File: src/rtl/wrapped_instrumented_adder_kogge_block_pkg.sv
// Shared widths, control-word bit positions and pad bit positions for the
// instrumented Kogge-Stone adder wrapper.
package wrapped_instrumented_adder_kogge_block_pkg;

  localparam int WIDTH    = 32;
  localparam int IO_WIDTH = 38;

  // Bit positions inside the la1 control word
  localparam int CTRL_RUN        = 0;
  localparam int CTRL_CLEAR      = 1;
  localparam int CTRL_LOAD_A     = 2;
  localparam int CTRL_LOAD_B     = 3;
  localparam int CTRL_LOAD_EXT   = 4;
  localparam int CTRL_LOAD_RING  = 5;
  localparam int CTRL_LOAD_SMASK = 6;

  // Pad bit positions
  localparam int EXT_IN    = 8;
  localparam int CHAIN_OUT = 9;
  localparam int COUT_OUT  = 10;

  localparam logic [WIDTH-1:0] COUNT_MAX = '1;

  typedef struct packed {
    logic run;
    logic clear;
    logic loadA;
    logic loadB;
    logic loadExt;
    logic loadRing;
    logic loadSMask;
  } ctrl_t;

  // Pull the named control strobes out of the raw control word
  function automatic ctrl_t decodeCtrl(input logic [WIDTH-1:0] word);
    ctrl_t c;
    c.run       = word[CTRL_RUN];
    c.clear     = word[CTRL_CLEAR];
    c.loadA     = word[CTRL_LOAD_A];
    c.loadB     = word[CTRL_LOAD_B];
    c.loadExt   = word[CTRL_LOAD_EXT];
    c.loadRing  = word[CTRL_LOAD_RING];
    c.loadSMask = word[CTRL_LOAD_SMASK];
    return c;
  endfunction

endpackage

File: src/rtl/wrapped_instrumented_adder_kogge_block_kogge_stone_adder.sv
// Purely combinational Kogge-Stone parallel-prefix adder, carry-in tied to 0.
module kogge_stone_adder #(
  parameter int WIDTH = 32
) (
  input  logic [WIDTH-1:0] a,
  input  logic [WIDTH-1:0] b,
  output logic [WIDTH-1:0] sum,
  output logic             cout
);

  localparam int LEVELS = $clog2(WIDTH);

  logic [WIDTH-1:0] w_gLvl [0:LEVELS];
  logic [WIDTH-1:0] w_pLvl [0:LEVELS];

  // Prefix tree: level k combines each bit with the group 2^(k-1) positions below
  always_comb begin
    w_gLvl[0] = a & b;
    w_pLvl[0] = a ^ b;
    for (int k = 1; k <= LEVELS; k++) begin
      for (int i = 0; i < WIDTH; i++) begin
        if (i >= (1 << (k - 1))) begin
          w_gLvl[k][i] = w_gLvl[k-1][i] | (w_pLvl[k-1][i] & w_gLvl[k-1][i - (1 << (k - 1))]);
          w_pLvl[k][i] = w_pLvl[k-1][i] & w_pLvl[k-1][i - (1 << (k - 1))];
        end else begin
          w_gLvl[k][i] = w_gLvl[k-1][i];
          w_pLvl[k][i] = w_pLvl[k-1][i];
        end
      end
    end
  end

  // Bit i sums with the carry out of the prefix [i-1:0]
  always_comb begin
    sum  = w_pLvl[0] ^ {w_gLvl[LEVELS][WIDTH-2:0], 1'b0};
    cout = w_gLvl[LEVELS][WIDTH-1];
  end

endmodule

File: src/rtl/wrapped_instrumented_adder_kogge_block.sv
// Wrapper around the Kogge-Stone adder: operand/mask registers loaded from the
// logic analyser, a feedback ring through the adder, and an edge counter.
module wrapped_instrumented_adder_kogge_block
  import wrapped_instrumented_adder_kogge_block_pkg::*;
(
  input  logic                wb_clk_i,
  input  logic                rst_n,
  input  logic                active,
  input  logic [WIDTH-1:0]    la1_data_in,
  output logic [WIDTH-1:0]    la1_data_out,
  input  logic [WIDTH-1:0]    la1_oenb,
  input  logic [WIDTH-1:0]    la2_data_in,
  output logic [WIDTH-1:0]    la2_data_out,
  input  logic [WIDTH-1:0]    la2_oenb,
  input  logic [WIDTH-1:0]    la3_data_in,
  output logic [WIDTH-1:0]    la3_data_out,
  input  logic [WIDTH-1:0]    la3_oenb,
  input  logic [IO_WIDTH-1:0] io_in,
  output logic [IO_WIDTH-1:0] io_out,
  output logic [IO_WIDTH-1:0] io_oeb
);

  ctrl_t            w_ctrl;
  logic [WIDTH-1:0] r_aInput;
  logic [WIDTH-1:0] r_bInput;
  logic [WIDTH-1:0] r_extMask;
  logic [WIDTH-1:0] r_ringMask;
  logic [WIDTH-1:0] r_sMask;
  logic             r_chainOut;
  logic [WIDTH-1:0] r_counter;

  logic [WIDTH-1:0] w_aEff;
  logic [WIDTH-1:0] w_sum;
  logic             w_cout;
  logic             w_fb;
  logic             w_chainNext;
  logic             w_chainRise;

  assign w_ctrl = decodeCtrl(la1_data_in);

  // Operand select per bit: ring feedback beats the external pad, which beats a_input
  always_comb begin
    w_aEff = (r_ringMask & {WIDTH{r_chainOut}})
           | (~r_ringMask & r_extMask & {WIDTH{io_in[EXT_IN]}})
           | (~r_ringMask & ~r_extMask & r_aInput);
  end

  kogge_stone_adder #(
    .WIDTH(WIDTH)
  ) instrumented_adder (
    .a    (w_aEff),
    .b    (r_bInput),
    .sum  (w_sum),
    .cout (w_cout)
  );

  // Feedback taps the masked sum bits; the inverted parity closes the ring
  always_comb begin
    w_fb        = ^(w_sum & r_sMask);
    w_chainNext = ~w_fb;
    w_chainRise = w_ctrl.run & ~r_chainOut & w_chainNext;
  end

  // Level-sensitive loads of operands and masks, independent of each other
  always_ff @(posedge wb_clk_i or negedge rst_n) begin
    if (!rst_n) begin
      r_aInput   <= '0;
      r_bInput   <= '0;
      r_extMask  <= '0;
      r_ringMask <= '0;
      r_sMask    <= '0;
    end else begin
      if (w_ctrl.loadA)     r_aInput   <= la2_data_in;
      if (w_ctrl.loadB)     r_bInput   <= la3_data_in;
      if (w_ctrl.loadExt)   r_extMask  <= la2_data_in;
      if (w_ctrl.loadRing)  r_ringMask <= la2_data_in;
      if (w_ctrl.loadSMask) r_sMask    <= la3_data_in;
    end
  end

  // Ring register advances only while run is set
  always_ff @(posedge wb_clk_i or negedge rst_n) begin
    if (!rst_n) begin
      r_chainOut <= 1'b0;
    end else if (w_ctrl.run) begin
      r_chainOut <= w_chainNext;
    end
  end

  // Saturating count of rising ring edges; clear wins over increment
  always_ff @(posedge wb_clk_i or negedge rst_n) begin
    if (!rst_n) begin
      r_counter <= '0;
    end else if (w_ctrl.clear) begin
      r_counter <= '0;
    end else if (w_chainRise && (r_counter != COUNT_MAX)) begin
      r_counter <= r_counter + 1'b1;
    end
  end

  // Output gating: a deselected project drives nothing but zeros
  always_comb begin
    la1_data_out = '0;
    la2_data_out = '0;
    la3_data_out = '0;
    io_out       = '0;
    io_oeb       = '0;
    if (active) begin
      la1_data_out         = w_sum;
      la2_data_out         = r_counter;
      la3_data_out         = {w_cout, {(WIDTH-2){1'b0}}, r_chainOut};
      io_out[CHAIN_OUT]    = r_chainOut;
      io_out[COUT_OUT]     = w_cout;
      io_oeb               = '1;
      io_oeb[CHAIN_OUT]    = 1'b0;
      io_oeb[COUT_OUT]     = 1'b0;
    end
  end

endmodule

File: config.mk
export PLATFORM = sky130hd
export DESIGN_NAME = wrapped_instrumented_adder_kogge_block
export DESIGN_NICKNAME = d
export VERILOG_FILES = /design/src/rtl/wrapped_instrumented_adder_kogge_block_pkg.sv /design/src/rtl/wrapped_instrumented_adder_kogge_block_kogge_stone_adder.sv /design/src/rtl/wrapped_instrumented_adder_kogge_block.sv
export SDC_FILE = /design/constraint.sdc
export NUM_CORES = 1
export LEC_CHECK = 0
export ABC_AREA = 1
export CAP_MARGIN = 10
export CORE_AREA = 3 3 162 179
export DETAILED_ROUTE_END_ITERATION = 8
export DIE_AREA = 0 0 165 182
export GPL_TIMING_DRIVEN = 0
export PLACE_DENSITY_LB_ADDON = 0.15
export SYNTH_ARGS = -nofsm -noshare
export SYNTH_HDL_FRONTEND = slang
export SYNTH_SLANG_ARGS = --single-unit
File: constraint.sdc
create_clock -name wb_clk_i -period 8.5 [get_ports wb_clk_i]
set_input_delay 1.275 -clock wb_clk_i [delete_from_list [all_inputs] [get_ports wb_clk_i]]
set_output_delay 1.275 -clock wb_clk_i [all_outputs]
set_load 0.005 [all_outputs]
* Word level (Yosys, flattened, before mapping) *
Cells that the tools add are included.

cells by class
  $add $sub $neg = 1
  multiply operators = 0
  div/mod/pow operators = 0
  magnitude comparators = 0
  equality and inequality tests = 1
  shift-type cells = 0
  muxes and demuxes = 7
  bitwise operators = 373
  reductions and logical operators = 3

operators by type and width
  kind                   count
  $and 1x1->1            229
  $and 32x32->32         7
  $mux 32                5
  $or 1x1->1             129
  $not 32->32            2
  $or 32x32->32          2
  $xor 32x32->32         2
  $mux 38                1
  $add 32x1->32 const B  1
  $ne 32x32->1 const B   1
  $reduce_xor 32->1      1
  $mux 2                 1
  $not 1->1              2
  $reduce_bool 2->1      1
  $logic_and 1x1->1      1

storage, ports and cells
  flip-flop bits (word level) = 193
  bits in latches = 0
  memory bits (writable) = 0
  memory bits (read-only) = 0
  bits of input ports = 233
  output and inout bits = 172
  memories kept = 0

* Logic depth before layout (Yosys ltp) *
  depth after elaboration = 23
  gate-level depth with buffers = 30
  gate-level depth less buffers = 29

* Cells and area by module *
A second synthesis with hierarchy kept.

unflattened totals
  cells, all modules = 1918
  area total of the unflattened synthesis = 13457.9 µm²

modules (own cells, without submodules)
  module                                  times used  cells an instance  area each (µm²)  sequential area each (µm²)
  wrapped_instrumented_adder_kogge_block  1           1414               10941.7          4829.6
  kogge_stone_adder                       1           504                2516.2           0.0

* Least setup slack after synthesis *
Ideal clock, no wire load.

  path kind = input-to-output
  start point = input io_in[8]
  end point = output la3_data_out[31]
  arrival time = 3252 ps
  path slack = 3973 ps
  cell stages on the path = 16
  path buffers = 2
  cells stage by stage = clkbuf_1 -> o21ai_0 -> o21ai_0 -> ha_1 -> fa_1 -> nand2_1 -> nand3_1 -> nand2_1 -> nand2_1 -> nand2_1 -> nand2_1 -> nand2_1 -> nand2_1 -> a21oi_1 -> nor2_1 -> buf_4

on the way
  cells in the longest elaborated chain, start to end = 15
  elaborated cells on any way between the ends = 94

RTL lines
  item                                                     RTL line                                                                                                                        text
  from (decl)                                              wrapped_instrumented_adder_kogge_block.sv:18                                                                                    input logic [IO_WIDTH-1:0] io_in,
  $and 32x32->32 (*)                                       wrapped_instrumented_adder_kogge_block.sv:44                                                                                    | (~r_ringMask & r_extMask & {WIDTH{io_in[EXT_IN]}})
  $or 32x32->32 (*)                                        wrapped_instrumented_adder_kogge_block.sv:44
  $or 32x32->32 (*)                                        wrapped_instrumented_adder_kogge_block.sv:45                                                                                    | (~r_ringMask & ~r_extMask & r_aInput);
  $xor 32x32->32 / $and 32x32->32 (equally long branches)  wrapped_instrumented_adder_kogge_block_kogge_stone_adder.sv:19, wrapped_instrumented_adder_kogge_block_kogge_stone_adder.sv:18
  $and 1x1->1                                              wrapped_instrumented_adder_kogge_block_kogge_stone_adder.sv:23                                                                  w_gLvl[k][i] = w_gLvl[k-1][i] | (w_pLvl[k-1][i] & w_gLvl[k-1][i - (1 << (k - 1))]);
  $or 1x1->1                                               wrapped_instrumented_adder_kogge_block_kogge_stone_adder.sv:23
  $and 1x1->1                                              wrapped_instrumented_adder_kogge_block_kogge_stone_adder.sv:23
  $or 1x1->1                                               wrapped_instrumented_adder_kogge_block_kogge_stone_adder.sv:23
  $and 1x1->1                                              wrapped_instrumented_adder_kogge_block_kogge_stone_adder.sv:23
  $or 1x1->1                                               wrapped_instrumented_adder_kogge_block_kogge_stone_adder.sv:23
  $and 1x1->1                                              wrapped_instrumented_adder_kogge_block_kogge_stone_adder.sv:23
  $or 1x1->1                                               wrapped_instrumented_adder_kogge_block_kogge_stone_adder.sv:23
  $and 1x1->1                                              wrapped_instrumented_adder_kogge_block_kogge_stone_adder.sv:23
  $or 1x1->1 (*)                                           wrapped_instrumented_adder_kogge_block_kogge_stone_adder.sv:23
  $mux 32 (*)                                              wrapped_instrumented_adder_kogge_block.sv:108                                                                                   if (active) begin
  to (decl)                                                wrapped_instrumented_adder_kogge_block.sv:16                                                                                    output logic [WIDTH-1:0] la3_data_out,

Every way passes the cells marked *; elsewhere a longest branch is shown, timed or not.

* Worst setup path in the final report *
Same ends and word-level chain as after synthesis.

==> impl_metrics.tcl <==
set metrics [dict create \
    status "completed" \
    synthArstFlopShare 1.00 \
    p_total_mw 3.79 \
    grt_pass1_vias 11900 \
    seq_area_frac_synth 0.356 \
    via_per_inst 4.97 \
    synth_adder_area_share 0.0393 \
    synth_ff_type "dfrtp_1" \
    ys_ff_latch 193 \
    critPathLaunchType "input pin" \
    cts.sinks 193 \
    core_area_um2 27200 \
    yosys-top-cells-count "588 x nand2_1, 351 x inv_1, 193 x dfrtp_1" \
    worst_slack_ns 2.09 \
    synthTopCellsByArea "dfrtp_1 36%, nand2_1 16%, inv_1 9.7%, o21ai_0 6.4%, buf_4 5.9%" \
    place_congestion 1.01 \
    clock.fmax_ghz 0.156 \
    syn_to_final_growth_pct 22.8 \
    hold_buffers 0 \
    first_pass_iters 6 \
    cts.htree.levels 4 \
    yosysTopAreaCellShare 0.356 \
    synth_top_area_cell "dfrtp_1" \
    place_inst 2555 \
    synth_xor_area_frac 0.0252 \
    ys_types 34 \
    avgSynthCellArea_um2 6.93 \
    postCtsSetupBuffers 0 \
    synth_edf_count 0 \
    instances_no_fill 2587 \
    finClkSkew_ns 0.0160 \
    power_leakage_nw 9.12 \
    tightestPinTransition_ns 0.878 \
    power_density_nw_per_um2 228 \
    die_area_um2 30000 \
    drt_wl_total_um 38900 \
    end_kind "primary output" \
    fillers 2558 \
    grt_start_max_net_pins 123 \
    finalMaxSlewViolations 0 \
    cts_tree "yes" \
    max_slew_margin 0.415 \
    design_area_um2 16700 \
    final_net_count 2492 \
    gr-usage-all-layers 0.256 \
    timing.hold.ws_ns 0.517 \
    synth_most_common_cell "nand2_1" \
    worstSkewPairLatency_ns 0.44 \
    grt_pass1_wl_um 60800 \
    vdd_drop_max_mv 0.153 \
    antenna_found_initial 0 \
    setup_viol 0 \
    postRouteAntennaNets 0 \
    io_buffer_count 172 \
    clock_path_buffers 2 \
    placed_area_um2 16000 \
    numCtsBuffers 17 \
    ios 405 \
    drive_gt1_frac 0.107 \
    regToRegStartpoint "r_chainOut" \
    diodes 0 \
    yosys-mux-area-fraction 0.0440 \
    dp_slack_ns 2.11 \
    wl_per_cell_um 15.0 \
    post-dp-hpwl_um 30000 \
    synthesis.area_um2 13600 \
    finalHoldViolations 0 \
    cp.required_ns 7.22 \
    path_max_fanout 10 \
    hp-start "r_sMask[18]" \
    cts_resized 0 \
    min_path_type "flip-flop to flip-flop" \
    fin_util 0.613 \
    synth_top_family_by_area "simple AND/OR/NAND/NOR gates" \
    min_period_ns 6.42 \
    drc 0 \
    clkTransAtPathRegs_ns 0.08 \
    clockRootBuffer "clkbuf_16" \
    yosys.area_share.simple 0.275 \
    crit_type "input pin to primary output" \
    crit_start "io_in[8]" \
    syn_inst 1958 \
    tns_ns 0 \
    overflow 0 \
    maxCapViolations 0 \
    fin_crit_sh 0.755 \
    arrival_ns 5.14 \
    die_h_um 182 \
    die_w_um 165 \
    vias 12900 \
    ys_warn_count 0 \
    rsz0062_at_grt "no" \
    rows 63 \
    synth_compound_area_frac 0.0843 \
    drt_iter0_drc 1036 \
    start_util 0.499 \
]
## state kept, by name (all words and copies together) (netlist names)
signal	cells
r_counter	32
r_sMask	32
r_chainOut	1
r_ringMask	32
r_extMask	32
r_bInput	32
r_aInput	32
## routing by layer
metal	share of wire	global-route usage	wire, um
met1	0.41	0.334	16100
met2	0.48	0.438	18800
met3	0.072	0.0299	2810
met4	0.032	0.0876	1240
met5	0	0	0
## worst paths after layout
path                                     to  slack, ns  cells after the start
setup / recovery           la3_data_out[31]       2.09                     18
hold / removal                  r_sMask[18]       0.52                      1
setup reg to reg              r_counter[22]       3.62                     26
hold reg to reg                 r_sMask[18]       0.52                      1
max in group asynchronous    r_ringMask[29]       6.67                      2
min in group asynchronous     r_counter[15]       0.78                      1
## critical path: stages
cell             delay, ns
clkdlybuf4s50_1       0.50
clkbuf_1              0.33
o21ai_0               0.23
o21ai_0               0.26
ha_1                  0.37
fa_1                  0.50
nand2_1               0.13
nand3_1               0.18
nand2_1               0.10
nand2_1               0.11
nand2_1               0.11
nand2_1               0.06
nand2_1               0.11
nand2_1               0.06
a21oi_1               0.12
nor2_1                0.08
buf_4                 0.17
clkdlybuf4s50_1       0.43
## final cells by class
type	count	area [um2]	area share
buffer	165	1050	0.0629
clock buffer	17	425	0.0255
clock inverter	15	220	0.0132
inverter	356	1340	0.0802
multi-input combinational	1311	6610	0.396
sequential	193	4830	0.290
tap	357	447	0.0268
timing repair buffer	173	1750	0.105
## logic make-up (layout without fill, tap and decap cells)
| group | Yosys count | in the layout |
|---|---|---|
| other cells | 1 | 68 |
| mux | 53 | 53 |
| fa+ha+maj | 42 | 42 |
| compound gates | 228 | 228 |
| flops | 193 | 193 |
| simple gates | 881 | 881 |
| xor+xnor | 39 | 39 |
| buf+inv | 521 | 726 |
## cell usage in the layout (no fill, tap or decap), types with 26 or more instances in the layout
cell type | synthesis | final
ha_1 | 41 | 41
xor2_1 | 26 | 26
a21oi_1 | 51 | 51
nand2_1 | 588 | 588
mux2_2 | 53 | 53
conb_1 | 1 | 68
inv_1 | 351 | 351
o21ai_0 | 173 | 173
nand4_1 | 49 | 49
clkdlybuf4s50_1 | 0 | 171
dfrtp_1 | 193 | 193
nand3_1 | 98 | 98
nor2_1 | 93 | 93
clkbuf_1 | 43 | 43
buf_4 | 106 | 106
## power by group
| part | internal (mW) | switching (mW) |
|---|---|---|
| Clock | 0.438 | 0.441 |
| Sequential | 0.993 | 0.0418 |
| Combinational | 0.671 | 1.21 |
| Total | 2.10 | 1.69 |
(Power assumes the default switching activity.)
